===== config.mk =====
export PLATFORM = sky130hd
export DESIGN_NAME = postoffice_send_scheduler
export DESIGN_NICKNAME = d
export VERILOG_FILES = /design/src/rtl/postoffice_send_scheduler_pkg.sv /design/src/rtl/postoffice_send_scheduler_credit_counter_bank.sv /design/src/rtl/postoffice_send_scheduler.sv
export SDC_FILE = /design/constraint.sdc
export NUM_CORES = 1
export LEC_CHECK = 0
export CAP_MARGIN = 5
export CORE_ASPECT_RATIO = 0.9
export CORE_MARGIN = 10
export CORE_UTILIZATION = 50
export CTS_BUF_LIST = sky130_fd_sc_hd__clkbuf_8
export DETAILED_ROUTE_END_ITERATION = 10
export PLACE_DENSITY = 0.94
export SYNTH_ARGS = -nofsm -noshare
export SYNTH_HDL_FRONTEND = slang
export SYNTH_SLANG_ARGS = --single-unit

===== constraint.sdc =====
create_clock -name clk -period 2.46 [get_ports clk]
set_input_delay 0.492 -clock clk [delete_from_list [all_inputs] [get_ports clk]]
set_output_delay 0.492 -clock clk [all_outputs]
set_load 0.02 [all_outputs]

===== src/rtl/postoffice_send_scheduler_pkg.sv =====
// postoffice_send_scheduler_pkg: shared types for the post office send path.
package postoffice_send_scheduler_pkg;
    localparam int PO_NUM_DEST = 4;
    localparam int PO_DEST_W   = $clog2(PO_NUM_DEST);

    typedef logic [PO_DEST_W-1:0] postoffice_dest_t;

    typedef struct packed {
        postoffice_dest_t destination;
        logic [15:0]      payload;
    } send_queue_data_t;

    typedef enum logic [1:0] {IDLE, BLOCKED, SEND} postoffice_sched_state_e;
endpackage


===== src/rtl/postoffice_send_scheduler_credit_counter_bank.sv =====
// credit_counter_bank: per-destination saturating credit counters.
// Refunds are OR-merged with returns, so one destination gains at most one credit per cycle.
module credit_counter_bank #(
    parameter int NUM_DEST = 4,
    parameter int CREDITS  = 2,
    parameter int DEST_W   = 2
) (
    input  logic                clk,
    input  logic                rst_n,
    input  logic                dec,
    input  logic [DEST_W-1:0]   dec_dest,
    input  logic                inc,
    input  logic [DEST_W-1:0]   inc_dest,
    input  logic                refund,
    input  logic [DEST_W-1:0]   refund_dest,
    output logic [NUM_DEST-1:0] nonzero,
    output logic                overflow
);
    localparam int CW = $clog2(CREDITS + 1);

    logic [CW-1:0]       count [NUM_DEST];
    logic [NUM_DEST-1:0] hit_max;

    for (genvar g = 0; g < NUM_DEST; g++) begin : g_cnt
        logic inc_i, dec_i, at_max;
        assign inc_i      = (inc && inc_dest == DEST_W'(g)) || (refund && refund_dest == DEST_W'(g));
        assign dec_i      = dec && dec_dest == DEST_W'(g);
        assign at_max     = count[g] == CW'(CREDITS);
        assign hit_max[g] = inc_i & ~dec_i & at_max;
        assign nonzero[g] = count[g] != '0;
        always_ff @(posedge clk or negedge rst_n) begin
            if (!rst_n)
                count[g] <= CW'(CREDITS);
            else if (inc_i && !dec_i && !at_max)
                count[g] <= count[g] + CW'(1);
            else if (dec_i && !inc_i)
                count[g] <= count[g] - CW'(1);
        end
    end

    always_ff @(posedge clk or negedge rst_n) begin
        if (!rst_n)
            overflow <= 1'b0;
        else if (|hit_max)
            overflow <= 1'b1;
    end
endmodule


===== src/rtl/postoffice_send_scheduler.sv =====
// postoffice_send_scheduler: credit-gated, in-order hand-off from the send queue
// to a one-entry registered network output stage.
module postoffice_send_scheduler
    import postoffice_send_scheduler_pkg::*;
#(
    parameter int NUM_DEST = PO_NUM_DEST,
    parameter int CREDITS  = 2,
    parameter int DEST_W   = PO_DEST_W,
    parameter int STALL_W  = 32
) (
    input  logic               clk,
    input  logic               rst_n,
    input  logic               flush,
    input  logic               send_queue_postoffice_valid,
    output logic               postoffice_send_queue_ready,
    input  send_queue_data_t   send_queue_postoffice_data,
    output logic               postoffice_network_valid,
    input  logic               network_postoffice_ready,
    output send_queue_data_t   postoffice_network_data,
    input  logic               network_postoffice_credit_valid,
    input  logic [DEST_W-1:0]  network_postoffice_credit_dest,
    output logic               postoffice_credit_overflow,
    output logic [STALL_W-1:0] postoffice_stall_cycles
);
    postoffice_sched_state_e state, state_nx;
    logic [NUM_DEST-1:0] nonzero;
    postoffice_dest_t    head_dest;
    logic                head_ok, accept, refund;

    assign head_dest = send_queue_postoffice_data.destination;
    assign head_ok   = nonzero[head_dest];
    // Registered credits only: a same-cycle return cannot raise ready.
    assign accept    = send_queue_postoffice_valid & head_ok &
                       (state != SEND | network_postoffice_ready) & ~flush;
    assign refund    = flush & (state == SEND) & ~network_postoffice_ready;

    assign postoffice_send_queue_ready = accept;
    assign postoffice_network_valid    = state == SEND;

    credit_counter_bank #(
        .NUM_DEST(NUM_DEST),
        .CREDITS (CREDITS),
        .DEST_W  (DEST_W)
    ) u_credits (
        .clk        (clk),
        .rst_n      (rst_n),
        .dec        (accept),
        .dec_dest   (head_dest),
        .inc        (network_postoffice_credit_valid),
        .inc_dest   (network_postoffice_credit_dest),
        .refund     (refund),
        .refund_dest(postoffice_network_data.destination),
        .nonzero    (nonzero),
        .overflow   (postoffice_credit_overflow)
    );

    always_comb begin
        state_nx = flush                                       ? IDLE    :
                   accept                                      ? SEND    :
                   (state == SEND && !network_postoffice_ready) ? SEND    :
                   (send_queue_postoffice_valid && !head_ok)   ? BLOCKED : IDLE;
    end

    always_ff @(posedge clk or negedge rst_n) begin
        if (!rst_n) begin
            state                   <= IDLE;
            postoffice_network_data <= '0;
            postoffice_stall_cycles <= '0;
        end else begin
            state <= state_nx;
            if (flush)
                postoffice_network_data <= '0;
            else if (accept)
                postoffice_network_data <= send_queue_postoffice_data;
            if (state == BLOCKED && postoffice_stall_cycles != '1)
                postoffice_stall_cycles <= postoffice_stall_cycles + STALL_W'(1);
        end
    end
endmodule


==> reports/results.txt, run 1 <==
run status - finished, final reports clean
routed wirelength normalized by instance count - 17.4 um
number of antenna violations at the first check in global routing - 0
final critical delay including setup and external delays - 2.37 ns
Yosys top cell area share - 0.480
total number of placement rows - 26
core box area - 5730 um^2
FMAX - 421 MHz
number of cells produced by synthesis - 274
die height - 93.2 um
critical path startpoint category - primary input
max-cap violation count - 0
routability congestion estimate - 0.880
post-synthesis to final-layout area growth - 39.2%
Synth Net Count - 301
required arrival time at the worst endpoint - 1.97 ns
type of destination of the critical path - output port
synth cell count leaders - sky130_fd_sc_hd__dfrtp_1 (57), sky130_fd_sc_hd__xnor2_1 (23), sky130_fd_sc_hd__nor2_1 (22)
wire length of the first global-routing pass - 13200 um
Total Power - 3.12 mW
largest net degree at the start of global routing - 34
actual slew at the worst max-slew pin - 0.681 ns
cell with the biggest individual delay on the critical path - sky130_fd_sc_hd__mux4_2
library cell used as clock root buffer - sky130_fd_sc_hd__clkbuf_8
largest delay contributor family on the critical path - buffers and inverters
Largest stage delay, worst path - 0.53 ns
number of max-slew violations in the final report - 0
top_reg_cell synth - sky130_fd_sc_hd__dfrtp_1
post-detailed-route count of antenna-violating nets - 0
share of the yosys chip area belonging to registers - 0.515
arrival time reported for the critical path endpoint - 1.88 ns
ratio of cells with drive above 1 in the final layout - 0.135
worst setup skew after layout - 0.00703 ns
Avg Cell Area, Syn - 10.8 um^2
share of async-settable or async-resettable flops after synthesis - 1.00
die footprint - 9430 um^2
clock-pin transition on the worst setup and hold timing paths - 0.07 ns
Initial Util - 0.519
worst hold path type - primary input to asynchronous set/reset pin
final setup margin - 0.0853 ns
crit path kind - primary input to output port
routed wire length - 7820 um
critical path peak fanout - 2
number of enable-type register cells in the synthesized netlist - 0
synthesis warning total - 0
hold violation total from the final report - 0
n_diodes - 0
leading cell types by total area after synthesis - sky130_fd_sc_hd__dfrtp_1 (48%), sky130_fd_sc_hd__xnor2_1 (6.8%), sky130_fd_sc_hd__a22o_1 (5.3%)
Peak supply drop - 0.494 mV
routed vias - 2555
number of buffers inserted during clock tree synthesis - 9
overall die width - 101 um
number of gates given a new drive strength after cts - 4
I/O pin cnt - 79
clk sinks - 61
number of endpoints failing setup at the final stage - 0
Clock Tree Buf Depth - 2
PD cells - 754 nW/um^2
library cell occupying the most area in the post-synthesis netlist - sky130_fd_sc_hd__dfrtp_1
cell-by-cell listing of the critical path - clkdlybuf4s50_1 -> mux4_2 -> nor3_2 -> buf_2
total grt overflow - 0
number of global-route vias before repair - 2700
clock latency on the worst-skew pair - 0.34 ns
maximum level of the CTS H-tree - 3
hold buffer count at CTS - 0
post-synthesis cell area - 2970 um^2
Lkg Pwr - 1.77 nW
clock tree from TritonCTS - done
number of port buffers - 78
R2R setup slack - 0.32 ns
Buf/Inv on CP - 2
DR DRC count - 0
number of distinct library cells after synthesis - 50
total global routing track utilization - 0.170
nets@finish - 401
Relative slew margins - 0.546
Post CTS Setup Buffer Count - 0
Detail Placement HPWL - 5890 um
library cell with the highest instance count after synthesis - sky130_fd_sc_hd__dfrtp_1
RSZ-0062 raised after global routing - false
post-route clock period utilization - 0.965
setup slack at placement - -0.355 ns
register bit total from synthesis - 61
length of the first detailed-routing pass in iterations - 4
drt initial violations - 105
Via-to-Cell Ratio - 5.69
[cells by family after synthesis]
| kind of cell | count (synthesis) | synth area share |
|---|---|---|
| and+or+nand+nor | 115 | 0.226 |
| adders and majority gates | 1 | 0.00421 |
| AOI/OAI and AO/OA | 48 | 0.128 |
| xor gates and xnor gates | 32 | 0.0943 |
| muxes | 2 | 0.0114 |
| buffers and inverters | 15 | 0.0206 |
| DFF | 61 | 0.515 |
[report_power, final]
group	switching, mW	leakage [nW]	total, mW	internal (mW)
logic	0.457	0.852	0.910	0.453
registers	0.159	0.809	1.34	1.18
clock network	0.389	0.105	0.874	0.484
total	1.00	1.77	3.12	2.11
[worst paths after layout]
kind,depth (start not counted),end,from
worst min-delay path,1,u_credits.count[0],rst_n
worst min register to register,1,postoffice_network_data[2],postoffice_network_data[2]
worst max-delay path,4,postoffice_send_queue_ready,send_queue_postoffice_data[16]
worst max register to register,6,postoffice_stall_cycles[12],postoffice_stall_cycles[0]
min in group clk,1,postoffice_network_data[2],postoffice_network_data[2]
max in group asynchronous,2,postoffice_network_data[7],rst_n
[routing by layer]
layer  routed length, um  track usage
met5                   0            0
met4                  67       0.0534
met3                 639       0.0692
met2                3750        0.272
met1                3370        0.205
[state kept, by name (all words and copies together), names as in the netlist]
register,count
u_credits.overflow,1
postoffice_stall_cycles,32
u_credits.count,8
postoffice_network_data,18
state,2
[placed cells by master, fill, tap and decap left out, drive strengths merged, types with 8 or more instances in the layout]
| cell | count |
|---|---|
| clkdlybuf4s50 | 76 |
| dfrtp | 57 |
| xnor2 | 23 |
| nor2 | 23 |
| nand2 | 20 |
| a22o | 18 |
| buf | 18 |
| nand4 | 14 |
| inv | 12 |
| nand3 | 11 |
| clkbuf | 10 |
| xor2 | 9 |
| a21oi | 9 |
| and3 | 8 |
| nor3 | 8 |
[stage by stage]
step                       util  hold slack [ns]  std cells  TNS (ns)  cell area (um^2)
final                     0.723            0.190        449         0              4140
after floorplan               -            0.196        274         0              2970
after detailed placement  0.690            0.480        433    -0.355              3950
after CTS                 0.723            0.198        449         0              4140
after global placement    0.690            0.483        433    -0.349              3950
after global routing      0.723            0.233        449         0              4140
[final cells by class]
class | instances | area, um^2
Clock buffer | 10 | 138
Clock inverter | 6 | 55.1
Fill cell | 415 | 1590
Inverter | 10 | 37.5
Multi-Input combinational cell | 198 | 1390
Sequential cell | 61 | 1530
Tap cell | 70 | 87.6
Timing Repair Buffer | 94 | 903
(Power assumes the default switching activity.)
==> run 2, diff against run 1 <==
--- a/config.mk
+++ b/config.mk
@@ -5,13 +5,14 @@
 export SDC_FILE = /design/constraint.sdc
 export NUM_CORES = 1
 export LEC_CHECK = 0
+export ABC_AREA = 1
 export CAP_MARGIN = 5
-export CORE_ASPECT_RATIO = 0.9
+export CORE_ASPECT_RATIO = 1.2
 export CORE_MARGIN = 10
-export CORE_UTILIZATION = 50
+export CORE_UTILIZATION = 47
 export CTS_BUF_LIST = sky130_fd_sc_hd__clkbuf_8
 export DETAILED_ROUTE_END_ITERATION = 10
-export PLACE_DENSITY = 0.94
+export PLACE_DENSITY = 0.9
 export SYNTH_ARGS = -nofsm -noshare
 export SYNTH_HDL_FRONTEND = slang
 export SYNTH_SLANG_ARGS = --single-unit
==> constraint.sdc (replaced) <==
create_clock -name clk -period 2.05 [get_ports clk]
set_input_delay 0.41 -clock clk [delete_from_list [all_inputs] [get_ports clk]]
set_output_delay 0.41 -clock clk [all_outputs]
set_load 0.02 [all_outputs]
==> run 2 against run 1 <==
Effect of this change:
- cell count grew 52%
- sequential share of layout area shrank 4.9 points
- worst hold slack gained 0.31 ns
- sequential power grew 16%
- critical endpoint unchanged
- largest cell class is now multi-input combinational cells
- largest power group unchanged
- highest routed layer unchanged
==> reports/results.txt, run 2 <==
run status - finished, final reports clean
register bit total from synthesis - 61 (unchanged)
Via-to-Cell Ratio - 5.16 (-9.4%)
post-synthesis cell area - 3520 um^2 (+18%)
number of cells traversed by the worst register-to-register path - 11 (+5)
critical path startpoint category - flop
nets@finish - 615 (+53%)
Largest stage delay, worst path - 0.56 ns (+0.03 ns)
number of buffers inserted during clock tree synthesis - 9 (unchanged)
length of the first detailed-routing pass in iterations - 5 (+1)
required arrival time at the worst endpoint - 1.64 ns (-0.33 ns)
largest registers - postoffice_stall_cycles (32), postoffice_network_data (18), u_credits.count (8)
launch point of the critical path - u_credits.count[1]
crit path kind - flop to output port
final critical delay including setup and external delays - 1.94 ns
hold violation total from the final report - 0 (unchanged)
leading cell types by total area after synthesis - sky130_fd_sc_hd__dfrtp_1 (41%), sky130_fd_sc_hd__nand2_1 (19%), sky130_fd_sc_hd__inv_1 (6.6%)
Relative slew margins - 0.572 (+0.0265)
I/O pin cnt - 79 (unchanged)
Yosys top cell area share - 0.406 (-0.0742)
capture point of the worst reg-to-reg path - postoffice_stall_cycles[7]
total number of placement rows - 34 (+31%)
R2R setup slack - 0.21 ns (-0.11 ns)
setup slack at placement - -0.391 ns (-0.0357 ns)
area of all sequential standard cells - 1530 um^2 (unchanged)
Avg Cell Area, Syn - 7.21 um^2 (-34%)
FMAX - 515 MHz
cell type with the highest occurrence count on the critical path - sky130_fd_sc_hd__nand2_2
share of the yosys chip area belonging to registers - 0.435 (-0.0797)
clock-pin transition on the worst setup and hold timing paths - 0.08 ns (about the same)
synth cell count leaders - sky130_fd_sc_hd__nand2_1 (180), sky130_fd_sc_hd__inv_1 (62), sky130_fd_sc_hd__dfrtp_1 (57)
cell with the biggest individual delay on the critical path - sky130_fd_sc_hd__dfstp_2
library cell used as clock root buffer - sky130_fd_sc_hd__clkbuf_8
worst hold path type - flop to flop
most frequent standard cell in the layout excluding fill and tap cells - sky130_fd_sc_hd__nand2_1
commonest non-fill, non-tap cells in the layout - sky130_fd_sc_hd__nand2_1 (180), sky130_fd_sc_hd__clkdlybuf4s50_1 (74), sky130_fd_sc_hd__inv_1 (63)
worst setup skew after layout - 0.0117 ns (+0.00468 ns)
final setup margin - 0.107 ns (+0.0220 ns)
clock latency on the worst-skew pair - 0.35 ns (about the same)
arrival time reported for the critical path endpoint - 1.53 ns (-0.35 ns)
routed wire length - 9830 um (+26%)
max reg flops - 32 (unchanged)
Lkg Pwr - 2.18 nW (+24%)
top_reg_cell synth - sky130_fd_sc_hd__dfrtp_1
Initial Util - 0.483 (-0.0357)
number of placed cells counting well taps - 666 (+54%)
library cell occupying the most area in the post-synthesis netlist - sky130_fd_sc_hd__dfrtp_1
die footprint - 11400 um^2 (+20%)
post-synthesis to final-layout area growth - 35.5%
critical path peak fanout - 4 (+2)
n_diodes - 0 (unchanged)
routed vias - 3522 (+38%)
type of destination of the critical path - output port
number of endpoints failing setup at the final stage - 0 (unchanged)
Total Power - 3.88 mW (+24%)
Most flops, register - postoffice_stall_cycles
share of async-settable or async-resettable flops after synthesis - 1.00 (unchanged)
number of antenna violations at the first check in global routing - 0 (unchanged)
hold_sp - u_credits.count[7]
Buf/Inv on CP - 2 (unchanged)
maximum level of the CTS H-tree - 3 (unchanged)
Placed Instance Area - 4520 um^2 (+14%)
clk sinks - 61 (unchanged)
largest delay contributor family on the critical path - flip-flops
hold-critical path depth - 2
synthesis warning total - 0 (unchanged)
post-route clock period utilization - 0.948
core box area - 7270 um^2 (+27%)
Detail Placement HPWL - 7490 um (+27%)
actual slew at the worst max-slew pin - 0.635 ns (-0.0457 ns)
number of distinct library cells after synthesis - 28 (-44%)
RSZ-0062 raised after global routing - false
total grt overflow - 0 (unchanged)
post-detailed-route count of antenna-violating nets - 0 (unchanged)
library cell with the highest instance count after synthesis - sky130_fd_sc_hd__nand2_1
number of enable-type register cells in the synthesized netlist - 0 (unchanged)
routability congestion estimate - 0.974 (+11%)
clock tree from TritonCTS - done
die height - 115 um (+23%)
DR DRC count - 0 (unchanged)
max-cap violation count - 0 (unchanged)
area of the multi-input gates - 1700 um^2 (+22%)
overall die width - 99.0 um (-2.3%)
final instance area - 4770 um^2 (+15%)
ratio of cells with drive above 1 in the final layout - 0.105 (-0.0300)
Peak supply drop - 0.498 mV (+0.79%)
Crit Reg-Reg Startpoint - postoffice_stall_cycles[0]
fill cell count - 616 (+48%)
final setup TNS - 0 ns (unchanged)
PD cells - 814 nW/um^2 (+8.0%)
Clock Tree Buf Depth - 2 (unchanged)
Synth Net Count - 515 (+71%)
number of cells produced by synthesis - 488 (+78%)
number of max-slew violations in the final report - 0 (unchanged)
Hold Path Sink - u_credits.count[7]
largest net degree at the start of global routing - 46 (+35%)
wire length of the first global-routing pass - 16500 um (+25%)
total global routing track utilization - 0.175 (+0.00437)
number of cells in the finished layout apart from fillers - 683 (+52%)
routed wirelength normalized by instance count - 14.4 um (-17%)
drt initial violations - 118 (+12%)
number of global-route vias before repair - 3647 (+35%)
cell-by-cell listing of the critical path - nor2_1 -> nand2_1 -> nand2_2 -> nor2_4 -> nand2_2 -> inv_2 -> buf_2
number of port buffers - 78 (unchanged)
[run 2: cell types whose count changed after synthesis, sizes merged, moves of 14 or more]
cell / change
nand3: +18
inv: +53
xnor2: -14
nand2: +166
o21ai: +30
nor2: +32
a22o: -18
[run 2: how the worst max path moves through the flow]
stage,endpoint,slack [ns],cells past startpoint
4_1_cts,postoffice_send_queue_ready,0.002,7
2_1_floorplan,postoffice_stall_cycles[18],0.34,11
6_report,postoffice_send_queue_ready,0.11,7
3_5_place_dp,postoffice_send_queue_ready,-0.39,9
3_3_place_gp,postoffice_send_queue_ready,-0.32,8
5_1_grt,postoffice_stall_cycles[7],0.04,11
[run 2: power breakdown]
part | switching (mW) | leakage (nW) | total, mW | internal, mW
sequential | 0.162 | 0.813 | 1.56 | 1.40
combinational | 0.579 | 1.25 | 1.01 | 0.433
clock | 0.506 | 0.121 | 1.31 | 0.803
[run 2: cell type report]
cell class | instances | share of cell area
clock buffers | 9 | 0.0260
clock inverters | 7 | 0.0242
inverters | 63 | 0.0496
multi-input cells | 356 | 0.356
flip-flops and latches | 61 | 0.321
well taps | 90 | 0.0236
repair buffers | 97 | 0.200
[run 2: cells by family after synthesis]
logic type      share of synthesized area
simple gates                        0.362
buf+inv                            0.0843
flops                               0.435
compound gates                     0.0651
xor+xnor                           0.0498
fa+ha+maj                         0.00356
[run 2: routing by layer]
metal | global-route usage | wire length [um] | vias up
met1 | 0.175 | 3640 | 1633
met2 | 0.305 | 5070 | 121
met5 | 0 | 0 | -
met3 | 0.0564 | 648 | 41
met4 | 0.115 | 468 | 0
li1 | - | - | 1727
[run 2: through the flow]
| stage | hold WS, ns | util |
|---|---|---|
| finish | 0.503 | 0.655 |
| floorplan | 0.114 | - |
| global route | 0.540 | 0.655 |
| detailed placement | 0.371 | 0.622 |
| CTS | 0.504 | 0.656 |
| global placement | 0.354 | 0.622 |
[run 2: worst reg2reg max path: cells and delay by family, from the launching register on]
family | cells | cell delay [ns]
fa+ha+maj | 1 | 0.23
buf+inv | 1 | 0.18
flops | 1 | 0.42
simple gates | 9 | 0.90
[run 2: repair_timing]
item	4_1_cts	5_1_grt
endpoints found under the hold margin	14	0
buffers inserted	0	0
gates resized for setup	6	1
setup endpoints to repair	1	1
hold buffers	1	0
gates cloned	0	0
